**src/rtl/coherence_pkg.sv**
```systemverilog
// Shared types for the cache coherence controller: the per-line MSI state
// reported by each L1 and the controller's transaction state machine.
package coherence_pkg;

    typedef enum logic [1:0] {
        INVALID  = 2'd0,
        SHARED   = 2'd1,
        MODIFIED = 2'd2
    } coh_state_t;

    typedef enum logic [2:0] {
        IDLE,
        SNOOP,
        WB,
        RD,
        FILL,
        DONE
    } ctrl_state_t;

    localparam int NCORES_MAX = 8;

endpackage

```
**src/rtl/rr_arbiter.sv**
```systemverilog
// Round-robin arbiter: picks the first requester at or after the rr pointer,
// wrapping past the top index. Purely combinational.
module rr_arbiter #(
    parameter int NCORES = 4,
    parameter int IW     = $clog2(NCORES)
) (
    input  logic [NCORES-1:0] req,
    input  logic [IW-1:0]     rr,
    output logic [NCORES-1:0] gnt,
    output logic [IW-1:0]     gntIdx,
    output logic              any
);

    logic [IW-1:0] idx;
    logic          found;

    // Walk the cores starting at rr so the most recently served core goes last.
    always_comb begin
        gnt    = '0;
        gntIdx = '0;
        found  = 1'b0;
        idx    = '0;
        for (int k = 0; k < NCORES; k++) begin
            idx = IW'((int'(rr) + k) % NCORES);
            if (!found && req[idx]) begin
                found    = 1'b1;
                gnt[idx] = 1'b1;
                gntIdx   = idx;
            end
        end
        any = found;
    end

endmodule

```
**src/rtl/cache_coherence_controller.sv**
```systemverilog
// Shared-memory side of the L1 miss interface. Serves one core miss at a time:
// snoop the other caches, write back a MODIFIED owner, refill the requester from
// SSRAM and, for stores, invalidate every other holder of the line.
module cache_coherence_controller
    import coherence_pkg::*;
#(
    parameter int NCORES   = 4,
    parameter int AW       = 6,
    parameter int DW       = 32,
    parameter int SRAM_LAT = 2
) (
    input  logic                 new_clock,
    input  logic                 reset,
    input  logic [NCORES-1:0]    req_valid,
    input  logic [NCORES-1:0]    req_we,
    input  logic [NCORES*AW-1:0] req_addr,
    output logic [NCORES-1:0]    core_stall,
    output logic [NCORES-1:0]    ack,
    output logic [AW-1:0]        snoop_addr,
    input  logic [NCORES*2-1:0]  snoop_state,
    input  logic [NCORES*DW-1:0] snoop_data,
    output logic [NCORES-1:0]    invalidate,
    output logic [DW-1:0]        fill_data,
    output logic [NCORES-1:0]    fill_valid,
    output logic [1:0]           fill_state,
    output logic [AW-1:0]        sram_addr,
    output logic [DW-1:0]        sram_wd,
    input  logic [DW-1:0]        sram_rd,
    output logic                 sram_gw,
    output logic                 sram_oe
);

    localparam int IW = $clog2(NCORES);
    localparam int CW = 3;

    ctrl_state_t       state_q, state_d;
    logic [NCORES-1:0] gnt_q, gnt_d;
    logic [IW-1:0]     gntIdx_q, gntIdx_d;
    logic [AW-1:0]     addr_q, addr_d;
    logic              we_q, we_d;
    logic [IW-1:0]     rr_q, rr_d;
    logic [CW-1:0]     cnt_q, cnt_d;
    logic [DW-1:0]     rdData_q, rdData_d;
    logic [NCORES-1:0] sharers_q, sharers_d;
    logic [DW-1:0]     ownerData_q, ownerData_d;

    logic [NCORES-1:0] arbGnt;
    logic [IW-1:0]     arbIdx;
    logic              arbAny;

    logic [NCORES-1:0] otherMask;
    logic [NCORES-1:0] modMask;
    logic [DW-1:0]     ownerData;
    logic              ownerFound;
    coh_state_t        snoopSt;

    rr_arbiter #(
        .NCORES (NCORES),
        .IW     (IW)
    ) uArbiter (
        .req    (req_valid),
        .rr     (rr_q),
        .gnt    (arbGnt),
        .gntIdx (arbIdx),
        .any    (arbAny)
    );

    // Classify the other caches' copies; the lowest-index MODIFIED core is the owner.
    always_comb begin
        otherMask  = '0;
        modMask    = '0;
        ownerData  = '0;
        ownerFound = 1'b0;
        snoopSt    = INVALID;
        for (int i = 0; i < NCORES; i++) begin
            snoopSt = coh_state_t'(snoop_state[2*i +: 2]);
            if (!gnt_q[i]) begin
                if (snoopSt != INVALID) begin
                    otherMask[i] = 1'b1;
                end
                if (snoopSt == MODIFIED) begin
                    modMask[i] = 1'b1;
                    if (!ownerFound) begin
                        ownerFound = 1'b1;
                        ownerData  = snoop_data[DW*i +: DW];
                    end
                end
            end
        end
    end

    // Transaction sequencing and the registers each phase latches.
    always_comb begin
        state_d     = state_q;
        gnt_d       = gnt_q;
        gntIdx_d    = gntIdx_q;
        addr_d      = addr_q;
        we_d        = we_q;
        rr_d        = rr_q;
        cnt_d       = cnt_q;
        rdData_d    = rdData_q;
        sharers_d   = sharers_q;
        ownerData_d = ownerData_q;
        case (state_q)
            IDLE: begin
                if (arbAny) begin
                    gnt_d    = arbGnt;
                    gntIdx_d = arbIdx;
                    addr_d   = req_addr[arbIdx*AW +: AW];
                    we_d     = req_we[arbIdx];
                    state_d  = SNOOP;
                end
            end
            SNOOP: begin
                sharers_d   = otherMask;
                ownerData_d = ownerData;
                cnt_d       = '0;
                state_d     = (|modMask) ? WB : RD;
            end
            WB: begin
                state_d = RD;
            end
            RD: begin
                if (cnt_q == CW'(SRAM_LAT - 1)) begin
                    rdData_d = sram_rd;
                    state_d  = FILL;
                end else begin
                    cnt_d = cnt_q + 1'b1;
                end
            end
            FILL: begin
                state_d = DONE;
            end
            DONE: begin
                rr_d    = (gntIdx_q == IW'(NCORES - 1)) ? '0 : gntIdx_q + 1'b1;
                state_d = IDLE;
            end
            default: begin
                state_d = IDLE;
            end
        endcase
    end

    // State register; reset abandons any transaction in flight.
    always_ff @(posedge new_clock or posedge reset) begin
        if (reset) begin
            state_q     <= IDLE;
            gnt_q       <= '0;
            gntIdx_q    <= '0;
            addr_q      <= '0;
            we_q        <= 1'b0;
            rr_q        <= '0;
            cnt_q       <= '0;
            rdData_q    <= '0;
            sharers_q   <= '0;
            ownerData_q <= '0;
        end else begin
            state_q     <= state_d;
            gnt_q       <= gnt_d;
            gntIdx_q    <= gntIdx_d;
            addr_q      <= addr_d;
            we_q        <= we_d;
            rr_q        <= rr_d;
            cnt_q       <= cnt_d;
            rdData_q    <= rdData_d;
            sharers_q   <= sharers_d;
            ownerData_q <= ownerData_d;
        end
    end

    // Moore outputs decoded from the current phase; everything idles at zero.
    always_comb begin
        snoop_addr = '0;
        sram_addr  = '0;
        sram_wd    = '0;
        sram_gw    = 1'b0;
        sram_oe    = 1'b0;
        fill_valid = '0;
        fill_data  = '0;
        fill_state = INVALID;
        ack        = '0;
        invalidate = '0;
        case (state_q)
            SNOOP: begin
                snoop_addr = addr_q;
            end
            WB: begin
                sram_gw   = 1'b1;
                sram_addr = addr_q;
                sram_wd   = ownerData_q;
            end
            RD: begin
                sram_oe   = 1'b1;
                sram_addr = addr_q;
            end
            FILL: begin
                fill_valid = gnt_q;
                fill_data  = rdData_q;
                fill_state = we_q ? MODIFIED : SHARED;
                ack        = gnt_q;
                invalidate = we_q ? sharers_q : '0;
            end
            default: begin
            end
        endcase
    end

    // Requesters stay stalled until their own ack; reset forces the stall low.
    always_comb begin
        core_stall = reset ? '0 : (req_valid & ~ack);
    end

    // The MSI invariant allows at most one MODIFIED copy besides the requester's.
    a_singleOwner : assert property (@(posedge new_clock) disable iff (reset)
        (state_q == SNOOP) |-> ($countones(modMask) <= 1));

    a_coreCount : assert property (@(posedge new_clock) disable iff (reset)
        (NCORES <= NCORES_MAX));

endmodule
```
**config.mk**
```make
export PLATFORM = sky130hd
export DESIGN_NAME = cache_coherence_controller
export DESIGN_NICKNAME = d
export VERILOG_FILES = /design/src/rtl/coherence_pkg.sv /design/src/rtl/rr_arbiter.sv /design/src/rtl/cache_coherence_controller.sv
export SDC_FILE = /design/constraint.sdc
export NUM_CORES = 1
export LEC_CHECK = 0
export CAP_MARGIN = 20
export CORE_MARGIN = 2
export CORE_UTILIZATION = 43
export CTS_CLUSTER_DIAMETER = 150
export DETAILED_ROUTE_END_ITERATION = 7
export PLACE_DENSITY = 0.88
export SYNTH_ARGS = -nofsm -noshare
export SYNTH_HDL_FRONTEND = slang
export SYNTH_SLANG_ARGS = --single-unit
```
**constraint.sdc**
```tcl
create_clock -name new_clock -period 4.7 [get_ports new_clock]
set_clock_uncertainty 0.1 [all_clocks]
set_input_delay 0.94 -clock new_clock [delete_from_list [all_inputs] [get_ports new_clock]]
set_output_delay 0.94 -clock new_clock [all_outputs]
set_load 0.03 [all_outputs]
```
==> results of run 1 <==
-- cells in the mapped netlist, drive strengths merged (9+ instances only) --
master and count:
ha 11, a22oi 36, inv 9, clkbuf 35, a211oi 14, buf 15
and3 16, nor2 63, nand2 42, mux2 35, o21ai 37, dfrtp 89
a221oi 37, and2 77
-- worst max path at each step --
stage               cells past startpoint                          end                    from  slack, ps
global route                            5                  sram_wd[14]  state_q[1]$_DFFE_PP0P_        770
global placement                        8  ownerData_q[15]$_DFFE_PP0P_          snoop_state[5]        990
finish                                  5                  sram_wd[14]  state_q[1]$_DFFE_PP0P_        950
floorplan                               1        addr_q[0]$_DFFE_PP0P_                   reset       1350
CTS                                     5                  sram_wd[14]  state_q[1]$_DFFE_PP0P_        910
detailed placement                      8  ownerData_q[13]$_DFFE_PP0P_          snoop_state[5]        910
-- worst register-to-register path, stage by stage, from the launching register on --
cell and delay, ps:
dfrtp_1 790, inv_1 260, ha_1 540, mux4_2 650, a222oi_1 450, o211ai_1 360, a211oi_1 350, a211oi_1 80
-- final cells by class --
cell class                      instances  area, um2  share of cell area, %
Inverter                                9       36.3                  0.410
Timing Repair Buffer                  308       3090                   34.9
Sequential cell                        89       2230                   25.1
Clock buffer                           13        270                   3.05
Tap cell                              172        215                   2.43
Multi-Input combinational cell        437       3010                   34.0
Clock inverter                          2       12.5                  0.141
-- cell usage in the layout (no fill, tap or decap), types with 7 or more instances in the layout --
master,instances
clkdlybuf4s50_1,297
inv_1,8
a21oi_1,7
and3_1,10
mux2i_1,8
a211oi_1,14
dfrtp_1,89
a22oi_1,36
clkbuf_16,9
a221oi_1,37
o21ai_0,34
nor2_1,62
and2_1,76
mux2_2,35
ha_1,11
nand2_1,40
buf_4,9
-- cells by family after synthesis --
kind of cell	share of synthesized area (%)
and+or+nand+nor	22.4
adders and majority gates	2.51
DFF	40.6
xor gates and xnor gates	0.160
AOI/OAI and AO/OA	19.1
muxes	9.95
buffers and inverters	5.25
-- per-layer routing --
layer / GRT usage (%) / up-vias
met5: 0 / -
met4: 9.10 / 0
met3: 4.58 / 39
met2: 43.5 / 257
met1: 33.0 / 2722
li1: - / 2646
-- per-stage QoR --
stage	area, um2	std cells	hold slack (ps)	util [%]
2_1_floorplan	5490	585	341	-
3_3_place_gp	8530	1013	355	68.1
3_5_place_dp	8530	1013	361	68.1
4_1_cts	8810	1028	374	70.4
5_1_grt	8860	1030	398	70.8
6_report	8860	1030	368	70.8
-- power by group through the flow --
| stage | clock network, mW | logic, mW | registers (mW) |
|---|---|---|---|
| 2_1_floorplan | 0 | 1.57 | 1.24 |
| 3_5_place_dp | 0 | 2.24 | 1.36 |
| 3_3_place_gp | 0 | 2.16 | 1.32 |
| 5_1_grt | 0.731 | 2.46 | 1.39 |
| 6_report | 0.681 | 2.27 | 1.35 |
| 4_1_cts | 0.696 | 2.25 | 1.35 |
-- sequential cells by signal, summed over array words and instances, names as in the netlist --
signal       count
addr_q           6
gnt_q            4
sharers_q        4
we_q             1
ownerData_q     32
rr_q             2
rdData_q        32
gntIdx_q         2
state_q          3
cnt_q            3
==> metrics.yaml, run 1 <==
rsz0062_at_grt: "false"
dr.pass1.iters: 5
path_buf_inv: 2
syn_area_um2: 5490
gp_congestion: 0.868
die_area_um2: 13700
p_sw_mw: 1.76
cpLargestDelayFamily: "buffers and inverters"
fmax_mhz: 266
seqPwrFrac_pct: 31.3
power_density_nw_per_um2: 485
io_buffers: 297
synthArstFlopShare_pct: 100
period_share_pct: 79.8
drcViolationCount: 0
setup_tns_ps: 0
crit_type: "flip-flop to primary output"
r2r-end: "addr_q[5]$_DFFE_PP0P_"
p_clk_share_pct: 15.8
critPathArrivalTime_ps: 2710
area_delta_synth_final_pct: 61.5
maxSlewViolCount: 0
synth_cells: 585
cpPeakStageDelay_ps: 700
critPathRequiredTime_ps: 3660
highest_layer: "met4"
synth_top_area_share_pct: 40.6
finalSetupViolCount: 0
cp_slowest_cell: "clkdlybuf4s50_1"
die_y_um: 117
cp_cell_sequence: "nor2b_1 -> nor2b_2 -> buf_4 -> and2_1 -> clkdlybuf4s50_1"
power_mw: 4.30
met1_length_um: 7530
cts_setup_buffers: 0
pwr-share-comb_pct: 52.8
worstHoldPathType: "flip-flop to flip-flop"
startpoint_type: "flip-flop"
crit_fanout: 34
grt_pass1_vias: 5378
grt-ovfl-total: 0
wl_per_cell_um: 17.9
core_area_um2: 12500
leakagePower_nw: 3.58
hold_viol: 0
worst_pin_slew_ps: 895
p_int_mw: 2.53
syn_avg_cell_area_um2: 9.38
min_period_ps: 3750
slew_headroom_pct: 40.1
outcome: "complete, no violations"
drtIter0Drc: 476
num-fill-cells: 966
r2r_start: "rr_q[0]$_DFFE_PP0N_"
clockRootBuffer: "clkbuf_16"
crit_path_end_kind: "primary output"
yosys_warnings: 0
maxCapViolations: 0
synth_top_area_cell: "dfrtp_1"
cts.repair.resized: 0
yosys_register_bits: 89
wl_met3_um: 1220
routed-wl-met2_um: 9230
setup_slack_ps: 947
hold_start: "ownerData_q[1]$_DFFE_PP0P_"
synth.net_count: 798
antenna_left: 0
min_to: "ownerData_q[1]$_DFFE_PP0P_"
grt_max_degree: 90
cts.clk_slew.worst_paths_ps: 60
synthFlopType: "dfrtp_1"
synth_area_leaders: "dfrtp_1, and2_1, mux2_2"
drt-total-wl_um: 18500
antenna_found_initial: 0
clk_latency_ps: 330
cts_num_sinks: 89
grt_usage_pct: 25.6
num_rows: 41
pre_cts_slack_ps: 909
reg2reg_depth: 7
ys_types: 52
rrSetupSlack_ps: 990
ir_worst_vdd_mv: 0.348
drive_gt1_share_pct: 10.0
cts_buffer_depth: 2
fp.dieW_um: 117
dpl.hpwl_um: 13800
seq_area_frac_synth_pct: 40.6
swShare_pct: 41.1
antenna_cells: 0
initial_core_util_pct: 43.8
grt_pass1_wl_um: 27100
synth_edf_count: 0
nets: 1067
io_pins: 298
hold_depth: 2
numCtsBuffers: 9
cts_tree: "yes"
vias: 5664
htreeDepth: 3
cts-hold-fix-buffers: 0
vias_per_cell: 5.50
(Power assumes the default switching activity.)
==> inputs of run 2 (changes only) <==
--- a/config.mk
+++ b/config.mk
@@ -7,10 +7,10 @@
 export LEC_CHECK = 0
 export CAP_MARGIN = 20
 export CORE_MARGIN = 2
-export CORE_UTILIZATION = 43
+export CORE_UTILIZATION = 40
 export CTS_CLUSTER_DIAMETER = 150
 export DETAILED_ROUTE_END_ITERATION = 7
-export PLACE_DENSITY = 0.88
+export PLACE_DENSITY = 0.82
 export SYNTH_ARGS = -nofsm -noshare
 export SYNTH_HDL_FRONTEND = slang
 export SYNTH_SLANG_ARGS = --single-unit
==> constraint.sdc (replaced) <==
create_clock -name new_clock -period 3.8 [get_ports new_clock]
set_clock_uncertainty 0.1 [all_clocks]
set_input_delay 0.76 -clock new_clock [delete_from_list [all_inputs] [get_ports new_clock]]
set_output_delay 0.76 -clock new_clock [all_outputs]
set_load 0.03 [all_outputs]
==> run 2 against run 1 <==
Largest cell class unchanged. Combinational power rose by 26%. Core utilization fell by 3.9 points. Sequential power rose by 20%.
==> metrics.yaml, run 2 (synthesized netlist as in run 1, its figures left out) <==
rsz0062_at_grt: "false"
grt_usage_pct: 23.7  # -1.9 points
cts.repair.resized: 0  # unchanged
die_area_um2: 14700  # +7.2%
num_rows: 42  # +2.4%
maxSlewViolCount: 0  # unchanged
clk_latency_ps: 330  # about the same
drcViolationCount: 0  # unchanged
finalSetupViolCount: 0  # unchanged
vias: 5570  # -1.7%
cts-hold-fix-buffers: 0  # unchanged
htreeDepth: 3  # unchanged
worst_pin_slew_ps: 694  # -201 ps
grt_max_degree: 73  # -19%
power_density_nw_per_um2: 603  # +24%
numCtsBuffers: 9  # unchanged
min_period_ps: 3380
drt-total-wl_um: 18100  # -1.7%
io_pins: 298  # unchanged
grt_pass1_vias: 5469  # +1.7%
cts.clk_slew.worst_paths_ps: 70  # about the same
initial_core_util_pct: 41.3  # -2.6 points
crit_fanout: 12  # -65%
power_mw: 5.35  # +25%
ir_worst_vdd_mv: 0.433  # +24%
hold_viol: 0  # unchanged
vias_per_cell: 5.37  # -2.3%
startpoint_type: "flip-flop"
drtIter0Drc: 355  # -25%
top_regs: "ownerData_q x32, rdData_q x32, addr_q x6"
leakagePower_nw: 3.59  # +0.21%
core_area_um2: 13300  # +6.2%
hold_start: "ownerData_q[21]$_DFFE_PP0P_"
mostFrequentLayoutCells: "clkdlybuf4s50_1, dfrtp_1, and2_1"
fin_util_pct: 66.8  # -3.9 points
outcome: "complete, no violations"
post-place-cells: 1020  # +0.69%
r2r_start: "rr_q[1]$_DFFE_PP0N_"
worstHoldPathType: "flip-flop to flip-flop"
fp.dieW_um: 121  # +3.6%
maxCapViolations: 0  # unchanged
antenna_found_initial: 2  # +2
wl_per_cell_um: 17.5  # -2.4%
area_delta_synth_final_pct: 62.0
antenna_cells: 0  # unchanged
io_buffers: 297  # unchanged
fmax_mhz: 296
grt_pass1_wl_um: 27400  # +1.3%
cts_setup_buffers: 0  # unchanged
slew_headroom_pct: 53.5  # +13 points
critPathArrivalTime_ps: 3480  # +770 ps
crit_path_end_kind: "flip-flop"
grt-ovfl-total: 0  # unchanged
cts_tree: "yes"
die_y_um: 121  # +3.6%
crit_type: "flip-flop to flip-flop"
critPathRequiredTime_ps: 3900  # +240 ps
nets: 1069  # +0.19%
dpl.hpwl_um: 14000  # +0.93%
fin_hold_ws_ps: 373  # +4.37 ps
period_share_pct: 88.9
cts_num_sinks: 89  # unchanged
cts_buffer_depth: 2  # unchanged
dr.pass1.iters: 4  # -1
setup_tns_ps: 0  # unchanged
antenna_left: 0  # unchanged
final_cells: 1037  # +0.68%
drive_gt1_share_pct: 10.3  # +0.31 points
clockRootBuffer: "clkbuf_16"
gp_congestion: 0.894  # +3.0%
mostFrequentLayoutCell: "clkdlybuf4s50_1"
cp-startpoint: "rr_q[1]$_DFFE_PP0N_"
==> run 2: final timing paths <==
kind | to | slack, ps | cells past startpoint
setup / recovery | addr_q[5]$_DFFE_PP0P_ | 420 | 7
hold / removal | ownerData_q[21]$_DFFE_PP0P_ | 370 | 2
setup reg to reg | addr_q[5]$_DFFE_PP0P_ | 420 | 7
hold reg to reg | ownerData_q[21]$_DFFE_PP0P_ | 370 | 2
max in group asynchronous | rdData_q[14]$_DFFE_PP0P_ | 2050 | 3
min in group asynchronous | addr_q[0]$_DFFE_PP0P_ | 890 | 2
==> run 2: routing by layer <==
metal  up-vias  share of wire [%]  global-route usage, %
met5         -               0.15                      0
met3        32                6.7                   5.12
met4         4                2.4                   7.49
li1       2644                  -                      -
met1      2639                 42                   29.9
met2       251                 49                   40.4
==> run 2: critical path: stages, from the launching register on <==
cell	delay, ps
dfrtp_1	610
inv_1	180
ha_1	500
mux4_2	650
a222oi_1	430
o211ai_1	340
a211oi_1	360
a211oi_1	80
==> run 2: cell type report <==
class / instances / area [um2]
fillers: 1040 / 4410
repair buffers: 310 / 3100
multi-input cells: 437 / 3010
flip-flops and latches: 89 / 2230
clock buffers: 10 / 229
well taps: 176 / 220
clock inverters: 6 / 67.6
inverters: 9 / 36.3
==> run 2: where the power goes <==
group          switching (mW)  leakage (nW)  total (mW)  internal (mW)
sequential              0.264          1.11        1.62           1.36
combinational            1.56          2.34        2.86           1.29
clock                   0.361         0.139       0.872          0.512
==> run 2: per-stage QoR <==
stage | setup WS, ps | area [um2]
floorplan | 633 | 5490
global placement | 440 | 8570
detailed placement | 351 | 8570
CTS | 413 | 8860
global route | 141 | 8880
finish | 420 | 8880
